$ cat config.mk
export PLATFORM = sky130hd
export DESIGN_NAME = native_axi_master
export DESIGN_NICKNAME = d
export VERILOG_FILES = /design/src/rtl/native_axi_master.sv
export SDC_FILE = /design/constraint.sdc
export NUM_CORES = 1
export LEC_CHECK = 0
export ABC_AREA = 1
export CAP_MARGIN = 30
export CORE_MARGIN = 5
export CORE_UTILIZATION = 35
export DETAILED_ROUTE_END_ITERATION = 12
export GPL_TIMING_DRIVEN = 0
export PLACE_DENSITY = 0.81
export SLEW_MARGIN = 20
export SYNTH_ARGS = -nofsm -noshare
export SYNTH_HDL_FRONTEND = slang
export SYNTH_SLANG_ARGS = --single-unit
$ cat constraint.sdc
create_clock -name clk -period 1.85 [get_ports clk]
set_input_delay 0.37 -clock clk [delete_from_list [all_inputs] [get_ports clk]]
set_output_delay 0.37 -clock clk [all_outputs]
set_load 0.005 [all_outputs]
$ cat src/rtl/native_axi_master.sv
// Bridge from a native valid/ready memory port to AXI4-lite, one transaction at a time.
// Every output is driven from a flop; the FSM computes next values, a single register stage holds them.
module native_axi_master (
  input  logic        clk,
  input  logic        resetn,
  input  logic        mem_valid,
  input  logic        mem_instr,
  input  logic [31:0] mem_addr,
  input  logic [31:0] mem_wdata,
  input  logic [3:0]  mem_wstrb,
  output logic        mem_ready,
  output logic [31:0] mem_rdata,
  output logic        mem_axi_awvalid,
  input  logic        mem_axi_awready,
  output logic [31:0] mem_axi_awaddr,
  output logic [2:0]  mem_axi_awprot,
  output logic        mem_axi_wvalid,
  input  logic        mem_axi_wready,
  output logic [31:0] mem_axi_wdata,
  output logic [3:0]  mem_axi_wstrb,
  input  logic        mem_axi_bvalid,
  output logic        mem_axi_bready,
  output logic        mem_axi_arvalid,
  input  logic        mem_axi_arready,
  output logic [31:0] mem_axi_araddr,
  output logic [2:0]  mem_axi_arprot,
  input  logic        mem_axi_rvalid,
  output logic        mem_axi_rready,
  input  logic [31:0] mem_axi_rdata
);

  typedef enum logic [2:0] {IDLE, RD_ADDR, RD_DATA, WR_REQ, WR_RESP, DONE} state_t;

  state_t      state, state_nxt;
  logic [31:0] addr_q, addr_nxt, wdata_q, wdata_nxt, rdata_q, rdata_nxt;
  logic [3:0]  wstrb_q, wstrb_nxt;
  logic        instr_q, instr_nxt;
  logic        aw_done, aw_done_nxt, w_done, w_done_nxt;
  logic        arvalid_nxt, awvalid_nxt, wvalid_nxt, rready_nxt, bready_nxt, ready_nxt;
  logic        aw_fin, w_fin;

  // Latched request fields feed the AXI address/data/prot outputs directly.
  assign mem_axi_araddr = addr_q;
  assign mem_axi_awaddr = addr_q;
  assign mem_axi_wdata  = wdata_q;
  assign mem_axi_wstrb  = wstrb_q;
  assign mem_axi_arprot = {instr_q, 2'b00};
  assign mem_axi_awprot = 3'b000;
  assign mem_rdata      = rdata_q;

  assign aw_fin = aw_done | (mem_axi_awvalid & mem_axi_awready);
  assign w_fin  = w_done  | (mem_axi_wvalid  & mem_axi_wready);

  always_comb begin
    state_nxt   = state;
    addr_nxt    = addr_q;
    wdata_nxt   = wdata_q;
    wstrb_nxt   = wstrb_q;
    instr_nxt   = instr_q;
    rdata_nxt   = rdata_q;
    aw_done_nxt = aw_done;
    w_done_nxt  = w_done;
    arvalid_nxt = mem_axi_arvalid;
    awvalid_nxt = mem_axi_awvalid;
    wvalid_nxt  = mem_axi_wvalid;
    rready_nxt  = mem_axi_rready;
    bready_nxt  = mem_axi_bready;
    ready_nxt   = 1'b0;
    unique case (state)
      IDLE: begin
        if (mem_valid) begin
          addr_nxt    = mem_addr;
          wdata_nxt   = mem_wdata;
          wstrb_nxt   = mem_wstrb;
          instr_nxt   = mem_instr;
          aw_done_nxt = 1'b0;
          w_done_nxt  = 1'b0;
          if (mem_wstrb == 4'b0000) begin
            arvalid_nxt = 1'b1;
            state_nxt   = RD_ADDR;
          end else begin
            awvalid_nxt = 1'b1;
            wvalid_nxt  = 1'b1;
            state_nxt   = WR_REQ;
          end
        end
      end
      RD_ADDR: begin
        if (mem_axi_arready) begin
          arvalid_nxt = 1'b0;
          rready_nxt  = 1'b1;
          state_nxt   = RD_DATA;
        end
      end
      RD_DATA: begin
        if (mem_axi_rvalid) begin
          rdata_nxt  = mem_axi_rdata;
          rready_nxt = 1'b0;
          ready_nxt  = 1'b1;
          state_nxt  = DONE;
        end
      end
      WR_REQ: begin
        // Address and data channels complete independently; either order, or together.
        if (mem_axi_awvalid && mem_axi_awready) begin
          awvalid_nxt = 1'b0;
          aw_done_nxt = 1'b1;
        end
        if (mem_axi_wvalid && mem_axi_wready) begin
          wvalid_nxt = 1'b0;
          w_done_nxt = 1'b1;
        end
        if (aw_fin && w_fin) begin
          bready_nxt = 1'b1;
          state_nxt  = WR_RESP;
        end
      end
      WR_RESP: begin
        if (mem_axi_bvalid) begin
          bready_nxt = 1'b0;
          ready_nxt  = 1'b1;
          state_nxt  = DONE;
        end
      end
      DONE: begin
        state_nxt = IDLE;
      end
      default: state_nxt = IDLE;
    endcase
  end

  always_ff @(posedge clk or negedge resetn) begin
    if (!resetn) begin
      state           <= IDLE;
      addr_q          <= '0;
      wdata_q         <= '0;
      wstrb_q         <= '0;
      instr_q         <= 1'b0;
      rdata_q         <= '0;
      aw_done         <= 1'b0;
      w_done          <= 1'b0;
      mem_axi_arvalid <= 1'b0;
      mem_axi_awvalid <= 1'b0;
      mem_axi_wvalid  <= 1'b0;
      mem_axi_rready  <= 1'b0;
      mem_axi_bready  <= 1'b0;
      mem_ready       <= 1'b0;
    end else begin
      state           <= state_nxt;
      addr_q          <= addr_nxt;
      wdata_q         <= wdata_nxt;
      wstrb_q         <= wstrb_nxt;
      instr_q         <= instr_nxt;
      rdata_q         <= rdata_nxt;
      aw_done         <= aw_done_nxt;
      w_done          <= w_done_nxt;
      mem_axi_arvalid <= arvalid_nxt;
      mem_axi_awvalid <= awvalid_nxt;
      mem_axi_wvalid  <= wvalid_nxt;
      mem_axi_rready  <= rready_nxt;
      mem_axi_bready  <= bready_nxt;
      mem_ready       <= ready_nxt;
    end
  end

endmodule

==> results of run 1 <==
==> state kept, by name, indices dropped and copies added, names as in the netlist <==
register and flops:
aw_done 1, instr_q 1, mem_axi_araddr 32, mem_axi_arvalid 1, mem_axi_awvalid 1, mem_axi_bready 1
mem_axi_rready 1, mem_axi_wdata 32, mem_axi_wstrb 4, mem_axi_wvalid 1, mem_rdata 32, mem_ready 1
state 3, w_done 1
==> how the worst min path moves through the flow <==
stage | from | end | slack, ns | cells past startpoint
2_1_floorplan | resetn | aw_done | 0.07 | 0
3_3_place_gp | mem_axi_wdata[1] | mem_axi_wdata[1] | 0.46 | 2
3_5_place_dp | resetn | mem_rdata[30] | 0.36 | 1
4_1_cts | mem_axi_wdata[5] | mem_axi_wdata[5] | 0.48 | 2
5_1_grt | mem_axi_wdata[21] | mem_axi_wdata[21] | 0.50 | 2
6_report | mem_axi_wdata[3] | mem_axi_wdata[3] | 0.48 | 2
==> synthesized netlist by cell type (all sizes together) <==
library cell,count
nand2,328
dfrtp,112
buf,59
inv,14
nand3,13
o21ai,8
nor2,7
a21oi,4
clkinv,1
conb,1
or2,1
==> kinds of logic (layout without fill, tap and decap cells) <==
| logic type | after synthesis | after routing | share of synthesized area, % |
|---|---|---|---|
| and+or+nand+nor | 349 | 349 | 28.8 |
| DFF | 112 | 112 | 59.1 |
| buffers and inverters | 74 | 337 | 10.7 |
| AOI/OAI and AO/OA | 12 | 12 | 1.27 |
| other | 1 | 5 | 0.0791 |
==> per-stage QoR <==
step | setup slack, ns | total power [W] | instance area [sq um] | cells | setup TNS [ns]
after floorplan | 0.612 | 0.00666 | 4750 | 552 | 0
after global placement | -4.06 | 0.0102 | 7450 | 975 | -453.57
after detailed placement | 0.185 | 0.0104 | 7480 | 976 | 0
after CTS | 0.102 | 0.0124 | 7780 | 991 | 0
after global routing | 0.0658 | 0.0132 | 7780 | 991 | 0
final | 0.113 | 0.0123 | 7780 | 991 | 0
==> layout by cell type, fill, tap and decap left out, types with 2 or more instances in the layout <==
master           Yosys  routed
clkbuf_16            0       9
dfrtp_1            112     112
nand2_1            327     327
conb_1               1       5
buf_2                8       8
inv_1               11      11
clkdlybuf4s50_1      0     246
o21ai_0              8       8
nor2_1               4       4
nand3_1             11      11
clkinv_2             1       2
a21oi_1              4       4
clkbuf_8             0       2
buf_6                7       8
inv_2                3       3
nor2_4               2       2
buf_4               44      44
==> power groups by stage <==
| stage | sequential [W] | combinational, W | clock [W] |
|---|---|---|---|
| floorplan | 0.00435 | 0.00231 | 0 |
| global placement | 0.00430 | 0.00592 | 0 |
| detailed placement | 0.00433 | 0.00608 | 0 |
| CTS | 0.00431 | 0.00610 | 0.00204 |
| global route | 0.00446 | 0.00658 | 0.00212 |
| finish | 0.00431 | 0.00598 | 0.00197 |
==> what timing repair did <==
item	in CTS	in global routing
hold endpoints to repair	51	0
gates resized for setup	0	0
hold buffers	1	0
==> cell type report <==
| class | instances | area, sq um | area share [%] |
|---|---|---|---|
| clock inverter | 3 | 42.5 | 0.547 |
| multi-input combinational | 366 | 1450 | 18.6 |
| clock buffer | 11 | 253 | 3.25 |
| timing repair buffer | 249 | 2510 | 32.3 |
| tap | 176 | 220 | 2.83 |
| inverter | 15 | 57.6 | 0.740 |
| sequential | 112 | 2800 | 36.0 |
| buffer | 59 | 449 | 5.77 |
==> worst max-delay path: stages, from the launching register on <==
cell and delay [ns]:
dfrtp_1 0.40, buf_4 0.13, clkdlybuf4s50_1 0.49
==> routing by layer <==
layer / GRT usage (%) / wire [um] / vias to the layer above
met5: 0 / 0 / -
li1: - / - / 2137
met3: 6.39 / 1300 / 18
met2: 30.1 / 6910 / 169
met4: 6.18 / 293 / 0
met1: 20.6 / 5710 / 1985
==> summary.md, run 1 <==
| Metric | Value |
|---|---|
| Run status | `finished clean` |
| F_max | `0.576 GHz` |
| Crit path required time | `1.48 ns` |
| H-tree depth | `3` |
| Yosys top cell area share | `59.1%` |
| Final hold violations | `0` |
| Avg Inst Size Synth | `~8.6 sq um` |
| Vias per cell | `4.35` |
| ANT cells | `0` |
| Lkg Pwr | `3.89 nW` |
| Final Critical Period | `1.74 ns` |
| Total number of vias | `4,309` |
| Synth warn | `0` |
| Relative slew slack | `66.3%` |
| Setup Skew | `0.00541 ns` |
| Max cap viols | `0` |
| Later-pin clock latency in the skew report | `0.34 ns` |
| Die height | `126 um` |
| Gate power share | `between 40 and 50%` |
| Site Rows | `42` |
| Critical register-to-register path startpoint | `state[2]` |
| Synth top area cells | `dfrtp_1 59%, nand2_1 26%, buf_4 7.0%` |
| CTS tree | `yes` |
| Yosys top cell by area | `dfrtp_1` |
| Overflow left after global routing | `0` |
| Num CTS Buffers | `9` |
| CP startpoint kind | `flip-flop` |
| Fin. max-slew vios | `0` |
| CP Capture Point | `mem_axi_awaddr[4]` |
| WL final | `14,200 um` |
| Pwr/cell area | `1570 nW/um^2` |
| Setup slack, reg-to-reg | `0.38 ns` |
| DP Wirelength | `approximately 11,000 um` |
| Final Setup Violations | `0` |
| CP startpoint | `mem_axi_araddr[4]` |
| TritonRoute pass-1 iters | `4` |
| Worst R2R Path Depth | `6` |
| Netlist cell types | `19` |
| I/O pins | `253` |
| Net Switching | `0.00392 W` |
| Routability cong. | `between 0.8 and 0.9` |
| Sequential share of power | `35.1%` |
| Post-Syn Area | `4740 sq um` |
| Post-route DRC | `0` |
| Worst EP arrival | `1.37 ns` |
| Seq/Total Area, Yosys | `about 60%` |
| Number of clock sinks | `112` |
| Port-buffer cells | `roughly 250` |
| Peak supply drop | `0.659 mV` |
| Number of DRC markers in iteration 0 | `185` |
| Core Footprint | `approximately 13,000 sq um` |
| Clock group share of total power | `between 10% and 20%` |
| Clock transition at the registers of the reported paths | `approximately 0.07 ns` |
| Vias in the first global route | `4,339` |
| First-pass GRT wire length | `22,500 um` |
| Period utilization | `93.9%` |
| Slew @ Worst Pin | `around 0.51 ns` |
| Die X | `~130 um` |
| WL/cell | `14.3 um` |
| Mapped Cells | `548` |
| Die area | `16,000 sq um` |
| Post-route ant nets | `0` |
| RR Endpoint | `mem_axi_araddr[26]` |
| Setup CP Type | `flip-flop to primary output` |
| Hold Crit Class | `flip-flop to flip-flop` |
| Global Route Usage Sum | `17.7%` |
| Worst hold slack | `0.480 ns` |
| Sw Share | `between 30% and 40%` |
| Final net count | `921` |
| RSZ-0062 raised after global routing | `no` |
| Deepest clock path buffer count | `2` |
| Crit end category | `primary output` |
| Final core occ | `between 50% and 60%` |
| Initial antenna violation count | `0` |
| Syn-to-layout area delta | `64.2%` |
| Crit Path Max Fanout | `3` |
| Pin count of the biggest net entering global routing | `62` |
| Starting density of the core | `a little over a third` |
| Fill cell count | `1,163` |
| Clock tree root driver cell | `clkbuf_16` |
| Setup Fix Bufs, Post-CTS | `0` |
| Share of cells above drive strength 1 | `10.4%` |
| Cell Int Power | `approximately 0.0083 W` |
| Synth Register Bits | `112` |
Power figures use the tool's default switching activity.
==> inputs of run 2 (changes only) <==
--- a/config.mk
+++ b/config.mk
@@ -7,7 +7,7 @@
 export LEC_CHECK = 0
 export ABC_AREA = 1
 export CAP_MARGIN = 30
-export CORE_MARGIN = 5
+export CORE_MARGIN = 2
 export CORE_UTILIZATION = 35
 export DETAILED_ROUTE_END_ITERATION = 12
 export GPL_TIMING_DRIVEN = 0
==> summary.md, run 2 (same netlist as run 1, synthesis figures left out) <==
| Metric | Value |
|---|---|
| Syn-to-layout area delta | `64.5%` |
| F_max | `0.579 GHz` |
| RR Endpoint | `mem_axi_wdata[6]` |
| Peak supply drop | `0.714 mV` |
| Core Footprint | `13,200 sq um` |
| Clock tree root driver cell | `clkbuf_16` |
| Cell Int Power | `0.00844 W` |
| Finished Layout Cells | `991` |
| Sw Share | `31.2%` |
| Setup Skew | `0.00602 ns` |
| Crit-path max cell delay | `0.48 ns` |
| Sequential share of power | `35.3%` |
| Final hold violations | `0` |
| H-tree depth | `3` |
| Die X | `120 um` |
| Fin Setup TNS | `0 ns` |
| Final worst slack | `0.122 ns` |
| Later-pin clock latency in the skew report | `0.34 ns` |
| Worst Path Buf+Inv | `2` |
| Setup slack, reg-to-reg | `0.43 ns` |
| Final Setup Violations | `0` |
| Clock transition at the registers of the reported paths | `0.07 ns` |
| Clock group share of total power | `16.7%` |
| Number of clock sinks | `112` |
| Most common cell after layout, fill and taps aside | `nand2_1` |
| Overflow left after global routing | `0` |
| Pin count of the biggest net entering global routing | `61` |
| Global Route Usage Sum | `17.9%` |
| Setup CP Type | `flip-flop to primary output` |
| Period utilization | `93.4%` |
| Die area | `14,500 sq um` |
| I/O pins | `253` |
| Site Rows | `42` |
| Final instance area | `7800 sq um` |
| Cell total after placement | `976` |
| Pwr/cell area | `1570 nW/um^2` |
| Fin. max-slew vios | `0` |
| Deepest clock path buffer count | `2` |
| Routability cong. | `0.798` |
| Most frequent cells in the layout | `327 x nand2_1, 246 x clkdlybuf4s50_1, 112 x dfrtp_1` |
| Slew @ Worst Pin | `0.507 ns` |
| Final core occ | `58.9%` |
| CP delay by family, top | `buffers and inverters` |
| CTS tree | `yes` |
| Worst EP arrival | `1.36 ns` |
| Relative slew slack | `about two thirds` |
| Post-route DRC | `0` |
| Run status | `finished clean` |
| Share of cells above drive strength 1 | `10.3%` |
| Crit end category | `primary output` |
| Total number of vias | `4,319` |
| Crit Path Max Fanout | `3` |
| Lkg Pwr | `3.89 nW` |
| Vias per cell | `about 4.4` |
| Cell Chain, Critical Path | `buf_4 -> clkdlybuf4s50_1` |
| Setup WS pre-CTS | `a little over 0.2 ns` |
| Worst Hold Path EP | `mem_rdata[10]` |
| Crit path required time | `1.48 ns` |
| Critical register-to-register path startpoint | `state[2]` |
| WL/cell | `between 10 and 15 um` |
| Num CTS Buffers | `9` |
| WP depth | `2` |
| Hold Crit Class | `flip-flop to flip-flop` |
| Number of DRC markers in iteration 0 | `approximately 160` |
| First-pass GRT wire length | `20,500 um` |
| Hold Path Depth | `2` |
| Hold Crit Start | `mem_rdata[10]` |
| CP startpoint kind | `flip-flop` |
| Starting density of the core | `35.8%` |
| Die height | `approximately 120 um` |
| Port-buffer cells | `247` |
| Worst R2R Path Depth | `6` |
| Max cap viols | `0` |
| Dpl cell area | `7480 sq um` |
| RSZ-0062 raised after global routing | `no` |
| Final Critical Period | `approximately 1.7 ns` |
| WL final | `12,900 um` |
| Vias in the first global route | `4,091` |
| TritonRoute pass-1 iters | `4` |
| Initial antenna violation count | `0` |
| Gate power share | `48.0%` |
| Final net count | `between 900 and 1k` |
| Post-route ant nets | `0` |
| ANT cells | `0` |
| Slowest cell on the critical path | `clkdlybuf4s50_1` |
| Post-CTS Resized | `0` |
| Net Switching | `approximately 0.0038 W` |
| DP Wirelength | `9890 um` |
## run 2: timing repair
action | CTS | global route
setup endpoints to repair | 0 | 0
hold buffers | 1 | 0
buffers inserted | 0 | 0
hold endpoints to repair | 34 | 0
## run 2: routing by layer
metal	GRT usage, %	wire length (um)	part of all wire, %
met5	0	0	0
met4	4.72	146	1.1
met3	5.66	1050	8.1
met2	30.6	6250	48
met1	21.9	5460	42
## run 2: worst max path at each step
stage,from,to
2_1_floorplan,state[2],mem_axi_araddr[0]
3_3_place_gp,resetn,mem_axi_wdata[7]
3_5_place_dp,mem_valid,mem_axi_araddr[23]
4_1_cts,mem_axi_araddr[20],mem_axi_awaddr[20]
5_1_grt,mem_axi_araddr[20],mem_axi_awaddr[20]
6_report,mem_axi_araddr[20],mem_axi_awaddr[20]
## run 2: worst min-delay path: cells and delay by family (launching register included)
kind          cells  cell delay (ns)
flops             1             0.34
simple gates      2             0.10
## run 2: per-stage QoR
step / power [W] / hold slack, ns
CTS: 0.0124 / 0.485
finish: 0.0123 / 0.481
detailed placement: 0.0103 / 0.357
global placement: 0.0102 / 0.460
floorplan: 0.00666 / 0.0744
global route: 0.0132 / 0.499
## run 2: final cells by class
cell class,instances,area [sq um]
Buffer,59,449
Fill cell,1143,5450
Tap cell,176,220
Clock inverter,3,67.6
Timing Repair Buffer,249,2510
Multi-Input combinational cell,366,1450
Sequential cell,112,2800
Clock buffer,11,243
Inverter,15,57.6
## run 2: power groups by stage
stage                     Clock (W)  Sequential, W  Combinational [W]
final                       0.00204        0.00433            0.00588
after detailed placement          0        0.00433            0.00597
after global routing        0.00221        0.00447            0.00648
after floorplan                   0        0.00435            0.00231
after global placement            0        0.00433            0.00583
after CTS                   0.00211        0.00433            0.00597
==> inputs of run 3 (changes only) <==
--- a/config.mk
+++ b/config.mk
@@ -6,13 +6,11 @@
 export NUM_CORES = 1
 export LEC_CHECK = 0
 export ABC_AREA = 1
-export CAP_MARGIN = 30
 export CORE_MARGIN = 2
 export CORE_UTILIZATION = 35
 export DETAILED_ROUTE_END_ITERATION = 12
 export GPL_TIMING_DRIVEN = 0
 export PLACE_DENSITY = 0.81
-export SLEW_MARGIN = 20
 export SYNTH_ARGS = -nofsm -noshare
 export SYNTH_HDL_FRONTEND = slang
 export SYNTH_SLANG_ARGS = --single-unit
==> summary.md, run 3 (same netlist as run 1, synthesis figures left out) <==
| Metric | Value |
|---|---|
| Run status | `finished clean` |
| WL final | `12,900 um` |
| Vias in the first global route | `between 4k and 5k` |
| Die area | `14,500 sq um` |
| First-pass GRT wire length | `20,500 um` |
| Crit path required time | `about 1.5 ns` |
| Die X | `120 um` |
| Setup CP Type | `flip-flop to primary output` |
| Initial antenna violation count | `0` |
| Final Setup Violations | `0` |
| Port-buffer cells | `247` |
| Core Footprint | `13,200 sq um` |
| Fin. max-slew vios | `0` |
| ANT cells | `0` |
| H-tree depth | `3` |
| Pwr/cell area | `1570 nW/um^2` |
| Deepest clock path buffer count | `2` |
| Post-route ant nets | `0` |
| Later-pin clock latency in the skew report | `around 0.34 ns` |
| Vias per cell | `4.36` |
| DP Wirelength | `9890 um` |
| Crit end category | `primary output` |
| Setup Skew | `0.00602 ns` |
| Final hold violations | `0` |
| Final net count | `921` |
| Peak supply drop | `0.714 mV` |
| CP startpoint kind | `flip-flop` |
| Number of DRC markers in iteration 0 | `164` |
| Site Rows | `42` |
| Clock transition at the registers of the reported paths | `approximately 0.070 ns` |
| Die height | `120 um` |
| Relative slew slack | `between 60% and 70%` |
| Global Route Usage Sum | `about 18%` |
| Num CTS Buffers | `9` |
| Overflow left after global routing | `0` |
| Pin count of the biggest net entering global routing | `61` |
| Final instance area | `7800 sq um` |
| Dpl cell area | `around 7500 sq um` |
| Hold Crit Class | `flip-flop to flip-flop` |
| I/O pins | `around 250` |
| Total Power | `0.0123 W` |
| Clock tree root driver cell | `clkbuf_16` |
| WL/cell | `13.0 um` |
| Post-route DRC | `0` |
| Most common cell after layout, fill and taps aside | `nand2_1` |
| Routability cong. | `0.798` |
| Lkg Pwr | `3.89 nW` |
| Slew @ Worst Pin | `between 0.5 and 0.6 ns` |
| Total number of vias | `4,319` |
| CTS tree | `yes` |
| Post-CTS Resized | `0` |
| Crit Path Max Fanout | `3` |
| Syn-to-layout area delta | `64.5%` |
| Period utilization | `93.4%` |
| Share of cells above drive strength 1 | `between 10% and 20%` |
| Final Critical Period | `1.73 ns` |
| TritonRoute pass-1 iters | `4` |
| F_max | `0.579 GHz` |
| Worst EP arrival | `roughly 1.4 ns` |
| RSZ-0062 raised after global routing | `no` |
| Starting density of the core | `a little over a third` |
| Most frequent cells in the layout | `327 x nand2_1, 246 x clkdlybuf4s50_1, 112 x dfrtp_1` |
| Number of clock sinks | `112` |
| Max cap viols | `0` |
## run 3: cell counts in the layout (fill, tap and decap cells not counted)
No cell type changed its count.
## run 3: worst max-delay path, stage by stage (launching register included)
cell and delay (ns):
dfrtp_1 0.41, buf_4 0.13, clkdlybuf4s50_1 0.48
## run 3: timing repair
item / CTS / global route
hold buffers: 1 / 0
setup buffers: 0 / 0
hold endpoints to repair: 34 / 0
## run 3: worst paths after layout
check / from / cells past startpoint / slack, ns / to
min in group asynchronous: resetn / 2 / 0.53 / mem_rdata[23]
worst max-delay path: mem_axi_araddr[20] / 2 / 0.12 / mem_axi_awaddr[20]
worst min-delay path: mem_rdata[10] / 2 / 0.48 / mem_rdata[10]
worst min register to register: mem_rdata[10] / 2 / 0.48 / mem_rdata[10]
max in group asynchronous: resetn / 3 / 0.64 / mem_axi_wdata[12]
worst max register to register: state[2] / 6 / 0.43 / mem_axi_wdata[6]
## run 3: where the power goes
part           leakage [nW]  switching (W)  internal (W)
registers              1.40       0.000764       0.00357
clock network         0.148       0.000832       0.00121
logic                  2.34        0.00222       0.00366
## run 3: through the flow
step / TNS [ns] / utilization [%] / hold WS, ns / worst slack, ns / instances
detailed placement: 0 / 56.5 / 0.357 / 0.203 / 976
global route: 0 / 58.9 / 0.499 / 0.0732 / 991
global placement: -451.07 / 56.2 / 0.460 / -4.04 / 975
finish: 0 / 58.9 / 0.481 / 0.122 / 991
CTS: 0 / 58.9 / 0.485 / 0.0879 / 991
floorplan: 0 / - / 0.0744 / 0.612 / 552
## run 3: final cells by class
class	instances	area, sq um
tap	176	220
clock inverter	3	67.6
fill	1143	5450
clock buffer	11	243
inverter	15	57.6
multi-input combinational	366	1450
timing repair buffer	249	2510
buffer	59	449
sequential	112	2800
## run 3: metal layers
layer	part of all wire (%)	global-route usage (%)	vias up
li1	-	-	2143
met1	42	21.9	1993
met2	48	30.6	169
met3	8.1	5.66	14
met4	1.1	4.72	0
met5	0	0	-
